<file path="config.mk">
export PLATFORM = sky130hd
export DESIGN_NAME = eth_mac_10g_tx_xgmii
export DESIGN_NICKNAME = d
export VERILOG_FILES = /design/src/rtl/eth_mac_10g_tx_xgmii.sv
export SDC_FILE = /design/constraint.sdc
export NUM_CORES = 1
export LEC_CHECK = 0
export ABC_CLOCK_PERIOD_IN_PS = 2400
export BUFFER_PORTS_ARGS = -buffer_cell sky130_fd_sc_hd__buf_2
export CORE_ASPECT_RATIO = 0.5
export CORE_UTILIZATION = 45
export DETAILED_ROUTE_END_ITERATION = 6
export PLACE_DENSITY_LB_ADDON = 0.08
export SLEW_MARGIN = 40
export SYNTH_ARGS = -nofsm -noshare
export SYNTH_HDL_FRONTEND = slang
export SYNTH_SLANG_ARGS = --single-unit
export TNS_END_PERCENT = 5
</file>
<file path="constraint.sdc">
create_clock -name tx_clk -period 2.4 [get_ports tx_clk]
set_clock_uncertainty 0.15 [all_clocks]
set_input_delay 0.24 -clock tx_clk [delete_from_list [all_inputs] [get_ports tx_clk]]
set_output_delay 0.24 -clock tx_clk [all_outputs]
set_load 0.005 [all_outputs]
</file>
<file path="src/rtl/eth_mac_10g_tx_xgmii.sv">
// XGMII transmit framer: turns a 64-bit valid/ready frame stream into START, data,
// terminate, inter-frame-gap idles, and an error word when the source underflows.
module eth_mac_10g_tx_xgmii #(
   parameter int DATA_WIDTH = 64,
   parameter int CTRL_WIDTH = 8,
   parameter int MIN_IFG    = 12
) (
   input  logic                  tx_clk,
   input  logic                  tx_rst_n,
   input  logic [DATA_WIDTH-1:0] s_tdata,
   input  logic [CTRL_WIDTH-1:0] s_tkeep,
   input  logic                  s_tvalid,
   output logic                  s_tready,
   input  logic                  s_tlast,
   output logic [DATA_WIDTH-1:0] xgmii_txd,
   output logic [CTRL_WIDTH-1:0] xgmii_txc,
   output logic                  stat_tx_frame,
   output logic                  stat_tx_underflow
);

   // Handshake: a beat transfers on a rising tx_clk edge where s_tvalid and s_tready
   // are both 1; s_tready depends only on state, never on s_tvalid.

   localparam logic [63:0] IDLE_WORD  = 64'h0707070707070707;
   localparam logic [63:0] START_WORD = 64'hD5555555555555FB;
   localparam logic [63:0] ERROR_WORD = 64'hFEFEFEFEFEFEFEFE;
   localparam logic [63:0] TERM0_WORD = 64'h07070707070707FD;

   typedef enum logic [2:0] {
      ST_IDLE,
      ST_DATA,
      ST_TERM,
      ST_IFG,
      ST_DRAIN
   } state_t;

   // Idle words needed after a /T/ in lane n so the gap reaches MIN_IFG bytes.
   function automatic logic [2:0] gap_words(input int n);
      int gap;
      gap = MIN_IFG - (8 - n);
      if (gap <= 0) return 3'd0;
      return 3'((gap + 7) / 8);
   endfunction

   localparam logic [2:0] GAP_TERM  = gap_words(0);
   localparam logic [2:0] GAP_DRAIN = gap_words(8);

   state_t      state;
   logic [2:0]  ifg_cnt;
   logic [3:0]  keep_n;
   logic [2:0]  gap_last;
   logic [63:0] term_txd;
   logic [7:0]  term_txc;

   // Count of contiguous ones from bit 0; the lowest zero wins.
   always_comb begin
      keep_n = 4'd8;
      for (int i = CTRL_WIDTH - 1; i >= 0; i--) begin
         if (!s_tkeep[i]) keep_n = 4'(i);
      end
   end

   always_comb begin
      term_txd = IDLE_WORD;
      term_txc = 8'hFF << keep_n;
      for (int i = 0; i < CTRL_WIDTH; i++) begin
         if (i < int'(keep_n))
            term_txd[8*i +: 8] = s_tdata[8*i +: 8];
         else if (i == int'(keep_n))
            term_txd[8*i +: 8] = 8'hFD;
      end
      gap_last = gap_words(int'(keep_n));
   end

   always_ff @(posedge tx_clk or negedge tx_rst_n) begin
      if (!tx_rst_n) begin
         state             <= ST_IDLE;
         ifg_cnt           <= '0;
         xgmii_txd         <= IDLE_WORD;
         xgmii_txc         <= 8'hFF;
         s_tready          <= 1'b0;
         stat_tx_frame     <= 1'b0;
         stat_tx_underflow <= 1'b0;
      end else begin
         xgmii_txd         <= IDLE_WORD;
         xgmii_txc         <= 8'hFF;
         stat_tx_frame     <= 1'b0;
         stat_tx_underflow <= 1'b0;
         case (state)
            ST_IDLE: begin
               // The first beat stays on the bus; it is consumed in DATA.
               if (s_tvalid && ifg_cnt == '0) begin
                  xgmii_txd <= START_WORD;
                  xgmii_txc <= 8'h01;
                  s_tready  <= 1'b1;
                  state     <= ST_DATA;
               end
            end
            ST_DATA: begin
               if (!s_tvalid) begin
                  xgmii_txd         <= ERROR_WORD;
                  stat_tx_underflow <= 1'b1;
                  state             <= ST_DRAIN;
               end else if (!s_tlast) begin
                  xgmii_txd <= s_tdata;
                  xgmii_txc <= 8'h00;
               end else if (keep_n == 4'd8) begin
                  xgmii_txd <= s_tdata;
                  xgmii_txc <= 8'h00;
                  s_tready  <= 1'b0;
                  state     <= ST_TERM;
               end else begin
                  xgmii_txd     <= term_txd;
                  xgmii_txc     <= term_txc;
                  stat_tx_frame <= 1'b1;
                  s_tready      <= 1'b0;
                  ifg_cnt       <= gap_last;
                  state         <= (gap_last == '0) ? ST_IDLE : ST_IFG;
               end
            end
            ST_TERM: begin
               xgmii_txd     <= TERM0_WORD;
               stat_tx_frame <= 1'b1;
               ifg_cnt       <= GAP_TERM;
               state         <= (GAP_TERM == '0) ? ST_IDLE : ST_IFG;
            end
            ST_IFG: begin
               if (ifg_cnt <= 3'd1) begin
                  ifg_cnt <= '0;
                  state   <= ST_IDLE;
               end else begin
                  ifg_cnt <= ifg_cnt - 3'd1;
               end
            end
            ST_DRAIN: begin
               // Abandoned frame: swallow beats up to s_tlast, then a full gap.
               if (s_tvalid && s_tlast) begin
                  s_tready <= 1'b0;
                  ifg_cnt  <= GAP_DRAIN;
                  state    <= (GAP_DRAIN == '0) ? ST_IDLE : ST_IFG;
               end
            end
            default: begin
               s_tready <= 1'b0;
               ifg_cnt  <= '0;
               state    <= ST_IDLE;
            end
         endcase
      end
   end

endmodule

</file>
Yosys cells after proc, flatten, opt, wreduce, memory -nomap -nowiden
Cells that the tools add are included.
{"block": "classes", "n_eq_ne": 19, "muxes": 62, "magnitude_cmp": 10, "n_addsub": 5, "n_bitwise": 3, "shifts": 1, "reduce_logical": 11}
{"cell": "two-way mux 64 bit", "count": 4}
{"cell": "case mux 64 bit (3 select lines)", "count": 1}
{"cell": "two-way mux 8 bit", "count": 20}
{"cell": "two-way mux 3 bit", "count": 12}
{"cell": "two-way mux 4 bit", "count": 8}
{"cell": "case mux 3 bit (5 select lines)", "count": 2}
{"cell": "== test 4 bit, first input constant", "count": 4}
{"cell": "less-than comparator 3 x 4 -> 1 bit, first input constant", "count": 4}
{"cell": "case mux 8 bit (2 select lines)", "count": 1}
{"cell": "inequality test 2 bit, second input constant", "count": 6}
{"cell": "two-way mux 1 bit", "count": 10}
{"cell": "AND reduction 5 bit", "count": 2}
{"cell": "logical NOT 3 bit", "count": 3}
{"cell": "== test 3 x 4 -> 1 bit, first input constant", "count": 2}
{"cell": "less-than comparator 1 x 4 -> 1 bit, first input constant", "count": 2}
{"cell": "less-than comparator 2 x 4 -> 1 bit, first input constant", "count": 2}
{"cell": "<< shifter 8 x 4 -> 8 bit, first input constant", "count": 1}
{"cell": "adder 6 x 4 -> 7 bit, second input constant", "count": 1}
{"cell": "== test 3 x 2 -> 1 bit, second input constant", "count": 2}
{"cell": "<= comparator 6 x 1 -> 1 bit, second input constant", "count": 1}
{"cell": "subtractor 5 x 5 -> 6 bit, first input constant", "count": 1}
{"cell": "subtractor 4 x 4 -> 5 bit, first input constant", "count": 1}
{"cell": "== test 2 x 4 -> 1 bit, first input constant", "count": 1}
{"cell": "== test 4 bit, second input constant", "count": 1}
{"cell": "16 further kinds", "count": 19}
{"block": "word_totals", "input_bits": 76, "ff_bits": 81, "elab_cells": 118}

Logic depth before layout (Yosys ltp)
{"block": "depth", "depth_word": 21, "ltp_mapped": 17}

Worst setup path after synthesis
Ideal clock, no wire load.
{"block": "synth_timing", "path_kind": "input to register", "start": "in s_tkeep[7]", "end": "reg state[1]", "path_slack_ns": -0.781, "path_stages": 17, "arrival_time_ns": 2.894, "setup_ns": 0.136, "n_path_buf": 0, "cell_sequence": "nand2b_1 -> a21oi_1 -> o31a_1 -> inv_1 -> ha_1 -> inv_1 -> ha_1 -> nor2b_1 -> nor2_1 -> a21oi_1 -> a31oi_1 -> ha_1 -> ha_1 -> nor3_1 -> o211ai_1 -> o211ai_1 -> a311oi_1"}
{"block": "synth_via", "elab_chain_len": 21, "word_cells_on_any_way": 24, "classes_between": "add/sub: 4; order compare: 1; eq/ne: 1; mux: 15; bitwise: 1; reduce/logical: 2"}
{"item": "from (decl)", "line": "11", "rtl": "input logic [CTRL_WIDTH-1:0] s_tkeep,"}
{"item": "two-way mux 4 bit * (8 in series)", "line": "59", "rtl": "if (!s_tkeep[i]) keep_n = 4'(i);"}
{"item": "subtractor 4 x 4 -> 5 bit", "line": "40", "rtl": "gap = MIN_IFG - (8 - n);"}
{"item": "subtractor 5 x 5 -> 6 bit", "line": "40"}
{"item": "adder 6 x 4 -> 7 bit", "line": "42", "rtl": "return 3'((gap + 7) / 8);"}
{"item": "OR reduction 3 bit (no source line)"}
{"item": "bitwise AND 1 bit (no source line)"}
{"item": "adder 3 x 1 -> 3 bit (no source line)"}
{"item": "two-way mux 3 bit", "line": "42"}
{"item": "logical NOT 3 bit", "line": "118", "rtl": "state <= (gap_last == '0) ? ST_IDLE : ST_IFG;"}
{"item": "two-way mux 2 bit", "line": "118"}
{"item": "two-way mux 2 bit *", "line": "107", "rtl": "end else if (keep_n == 4'd8) begin"}
{"item": "two-way mux 3 bit *", "line": "104", "rtl": "end else if (!s_tlast) begin"}
{"item": "two-way mux 3 bit *", "line": "100", "rtl": "if (!s_tvalid) begin"}
{"item": "case mux 3 bit (5 select lines) *", "line": "89", "rtl": "case (state)"}
{"item": "to (signal assigned)", "line": "118"}
{"item": "to (signal assigned)", "line": "125", "rtl": "state <= (GAP_TERM == '0) ? ST_IDLE : ST_IFG;"}
{"item": "to (signal assigned)", "line": "140", "rtl": "state <= (GAP_DRAIN == '0) ? ST_IDLE : ST_IFG;"}
{"item": "to (decl)", "line": "48", "rtl": "state_t state;"}
Mark *: on every way between the ends. The rest lies on a longest branch, timed or not. The select of a mux whose other input is x is not followed.
A chain may end at the register's enable or synchronous reset.

Worst setup path in the final report
Same ends and word-level chain as after synthesis.

==> out/metrics.json <==
{
  "most_common_cell_after_layout_fill_and_taps_aside": "sky130_fd_sc_hd__buf_2",
  "fin_crit_sh": 1.16,
  "first_iter_violations": 212,
  "ys_top_cells_by_area": "sky130_fd_sc_hd__dfrtp_1, sky130_fd_sc_hd__dfstp_2, sky130_fd_sc_hd__o21ai_0",
  "grt_antenna_before_repair": 0,
  "placed_area_um2": 5120,
  "grt_remaining_overflow": 0,
  "tightestPinTransition_ps": 789,
  "holdCritPathClass": "primary input to register",
  "report.final.hold_viol_count": 0,
  "powerDensity_nw_per_um2": 959,
  "worst_slack_setup_final_ps": -373,
  "yosys_warnings": 0,
  "cp-end-kind": "register",
  "routed_vias": 4023,
  "critical_path.cell_chain": "buf_2 > nand2b_1 > a21oi_2 > o31a_1 > inv_2 > ha_4 > nand3_2 > or4b_1 > a32o_1 > ha_4 > nor3_2 > o211ai_1 > o211ai_1 > a311oi_1",
  "critPathArrivalTime_ps": 2870,
  "areaGrowthSynthToFinish_pct": 50.2,
  "final_core_utilization": 0.711,
  "p_comb_frac": 0.354,
  "port_buffers": 150,
  "timing.rr.end": "xgmii_txd[20]",
  "max-vdd-ir-drop_v": 0.000512,
  "power.switching_w": 0.00186,
  "sw_frac_of_total": 0.336,
  "ys_seq_area_frac": 0.536,
  "clock_tree_from_tritoncts": "yes",
  "hp-start": "s_tdata[40]",
  "mappedNetlistArea_um2": 3850,
  "number_of_instances_on_the_worst_hold_path": 3,
  "async_reset_ff_frac": 1.00,
  "floorplan.die.width_um": 133,
  "placement_rows": 23,
  "reg_clk_slew_reported_paths_ps": 70,
  "grt_util_all_layers": 0.287,
  "fp.dieArea_um2": 8960,
  "crit_path_start_kind": "primary input",
  "netlist_instances": 415,
  "postRouteWirelength_mm": 12.7,
  "place_ws_ps": -770,
  "hpwl_mm": 9.16,
  "design.portCount": 151,
  "clock-sinks": 81,
  "worst-setup-path-type": "primary input to register",
  "vias_per_cell": 5.31,
  "final-setup-viol-count": 4,
  "yosysTopAreaCell": "sky130_fd_sc_hd__dfrtp_1",
  "synth_edf_count": 0,
  "cp.required_ps": 2490,
  "grt_max_degree": 64,
  "final_design_area_no_fill_um2": 5790,
  "chipHeight_um": 67.4,
  "p_leak_nw": 2.74,
  "synth.ff_latch_count": 81,
  "run_status": "finished with violations",
  "start_util": 0.473,
  "mappedNetlistNets": 502,
  "critical_path.max_fanout": 3,
  "layout-drive-gt1-share": 0.425,
  "worst_r2r_startpoint": "state[0]",
  "seq_power_share": 0.386,
  "crit_slowest_cell": "sky130_fd_sc_hd__or4b_1",
  "antenna_left": 0,
  "cts_root_buffer": "sky130_fd_sc_hd__clkbuf_16",
  "reg2reg_slack_ps": 410,
  "timing.critical_path.slowest_cell_delay_ps": 480,
  "finalWeightedCongestion": 0.891,
  "drc": 0,
  "yosys.area.top_type_share": 0.318,
  "postSynth.topFlopCell": "sky130_fd_sc_hd__dfrtp_1",
  "r2r.worst_path.cells": 4,
  "p_int_w": 0.00369,
  "cts-buffers-inserted": 9,
  "min_to": "xgmii_txd[40]",
  "clk_path_buf_depth": 2,
  "period_minus_slack_ps": 2770,
  "number_of_violations_of_the_max_capacitance_limit": 0,
  "ys_types": 52,
  "mostFrequentLayoutCells": "sky130_fd_sc_hd__buf_2, sky130_fd_sc_hd__nand2_1, sky130_fd_sc_hd__o21ai_0, sky130_fd_sc_hd__buf_4, sky130_fd_sc_hd__dfrtp_1",
  "first_global_vias": 3687,
  "h-tree-depth": 3,
  "violations": "setup timing",
  "avgSynthCellArea_um2": 9.29,
  "power.share.clock": 0.260,
  "finish.net_count": 727,
  "setup_repair_after_global_routing_missed_its_margin": "true",
  "core-area_um2": 8140,
  "drt-pass1-iter-count": 4,
  "max-slew-margin-rel": 0.469,
  "first_pass_grt_wire_length_mm": 19.3,
  "worstSkewPairLatency_ps": 330,
  "post_drt_wl_per_cell_um": 16.7,
  "final_max_slew_viol_count": 0,
  "fmaxAchievable_mhz": 361
}
-- final cells by class --
cell class	instances	area, um2
sequential	81	2070
antenna	1	2.50
multi-input combinational	302	1740
clock inverter	6	73.8
timing repair buffer	234	1480
inverter	12	47.5
clock buffer	10	239
fill	664	2350
tap	112	140
-- how the worst max path moves through the flow --
stage | to | startpoint | slack (ps) | depth (start not counted)
after floorplan | state[1] | s_tkeep[7] | -560 | 13
after global placement | state[1] | s_tkeep[7] | -690 | 18
after detailed placement | state[1] | s_tkeep[7] | -770 | 18
after CTS | state[1] | s_tkeep[7] | -370 | 14
after global routing | state[1] | s_tkeep[7] | -510 | 14
final | state[1] | s_tkeep[7] | -370 | 14
-- stage by stage --
stage               cells  total power (W)  TNS [ps]  hold WS, ps
floorplan             415          0.00311     -1960         -206
global placement      708          0.00402     -2650        -19.5
detailed placement    708          0.00407     -3070        -15.3
CTS                   757          0.00556     -1090         1.27
global route          757          0.00589     -1670         19.0
finish                758          0.00555     -1090         2.48
-- sequential cells by signal, summed over array words and instances, names as in the netlist --
signal	cells
xgmii_txc	8
state	3
xgmii_txd	64
ifg_cnt	3
stat_tx_underflow	1
s_tready	1
stat_tx_frame	1
-- worst max-delay path: cells and delay by family --
| family | cells | cell delay, ps |
|---|---|---|
| adder cells (fa/ha/maj) | 2 | 570 |
| AND/OR/NAND/NOR | 4 | 730 |
| buffers and inverters | 2 | 210 |
| AO/OA/AOI/OAI | 6 | 1100 |
-- power by group through the flow --
| stage | Clock (W) | Sequential (W) | Combinational, W |
|---|---|---|---|
| after CTS | 0.00145 | 0.00214 | 0.00196 |
| after detailed placement | 0 | 0.00216 | 0.00191 |
| final | 0.00144 | 0.00214 | 0.00197 |
| after global placement | 0 | 0.00215 | 0.00187 |
| after floorplan | 0 | 0.00221 | 0.000900 |
| after global routing | 0.00151 | 0.00219 | 0.00219 |
-- cells by family (layout without fill, tap and decap cells) --
group                      after synthesis  in the layout  synth area share
AOI/OAI and AO/OA                      133            133             0.202
adders and majority gates               11             11            0.0357
buffers and inverters                   32            262            0.0360
DFF                                     81             81             0.536
muxes                                    1              1           0.00260
other                                    0              1                 0
and+or+nand+nor                        157            157             0.188
-- metal layers --
layer	vias up	routed length [um]	share of wire	track usage
met5	-	0	0	0
met2	151	6030	0.48	0.490
met3	9	838	0.066	0.0631
li1	1918	-	-	-
met1	1945	5730	0.45	0.382
met4	0	78	0.0062	0.0603
-- synthesized netlist by cell type (all sizes together) (7+ instances only) --
master,instances
dfrtp,49
ha,11
nor3,9
o21ai,53
a21oi,42
or3,7
clkbuf,14
nand2,60
dfstp,32
inv,11
nor2,50
-- repair_timing --
item / 4_1_cts / 5_1_grt
hold buffers: 32 / 0
gates cloned: 0 / 0
endpoints found under the hold margin: 68 / 0
setup buffers: 1 / 0
pin swaps: 2 / 0
gates resized for setup: 3 / 1
setup endpoints to repair: 4 / 4
Power figures use the tool's default switching activity.
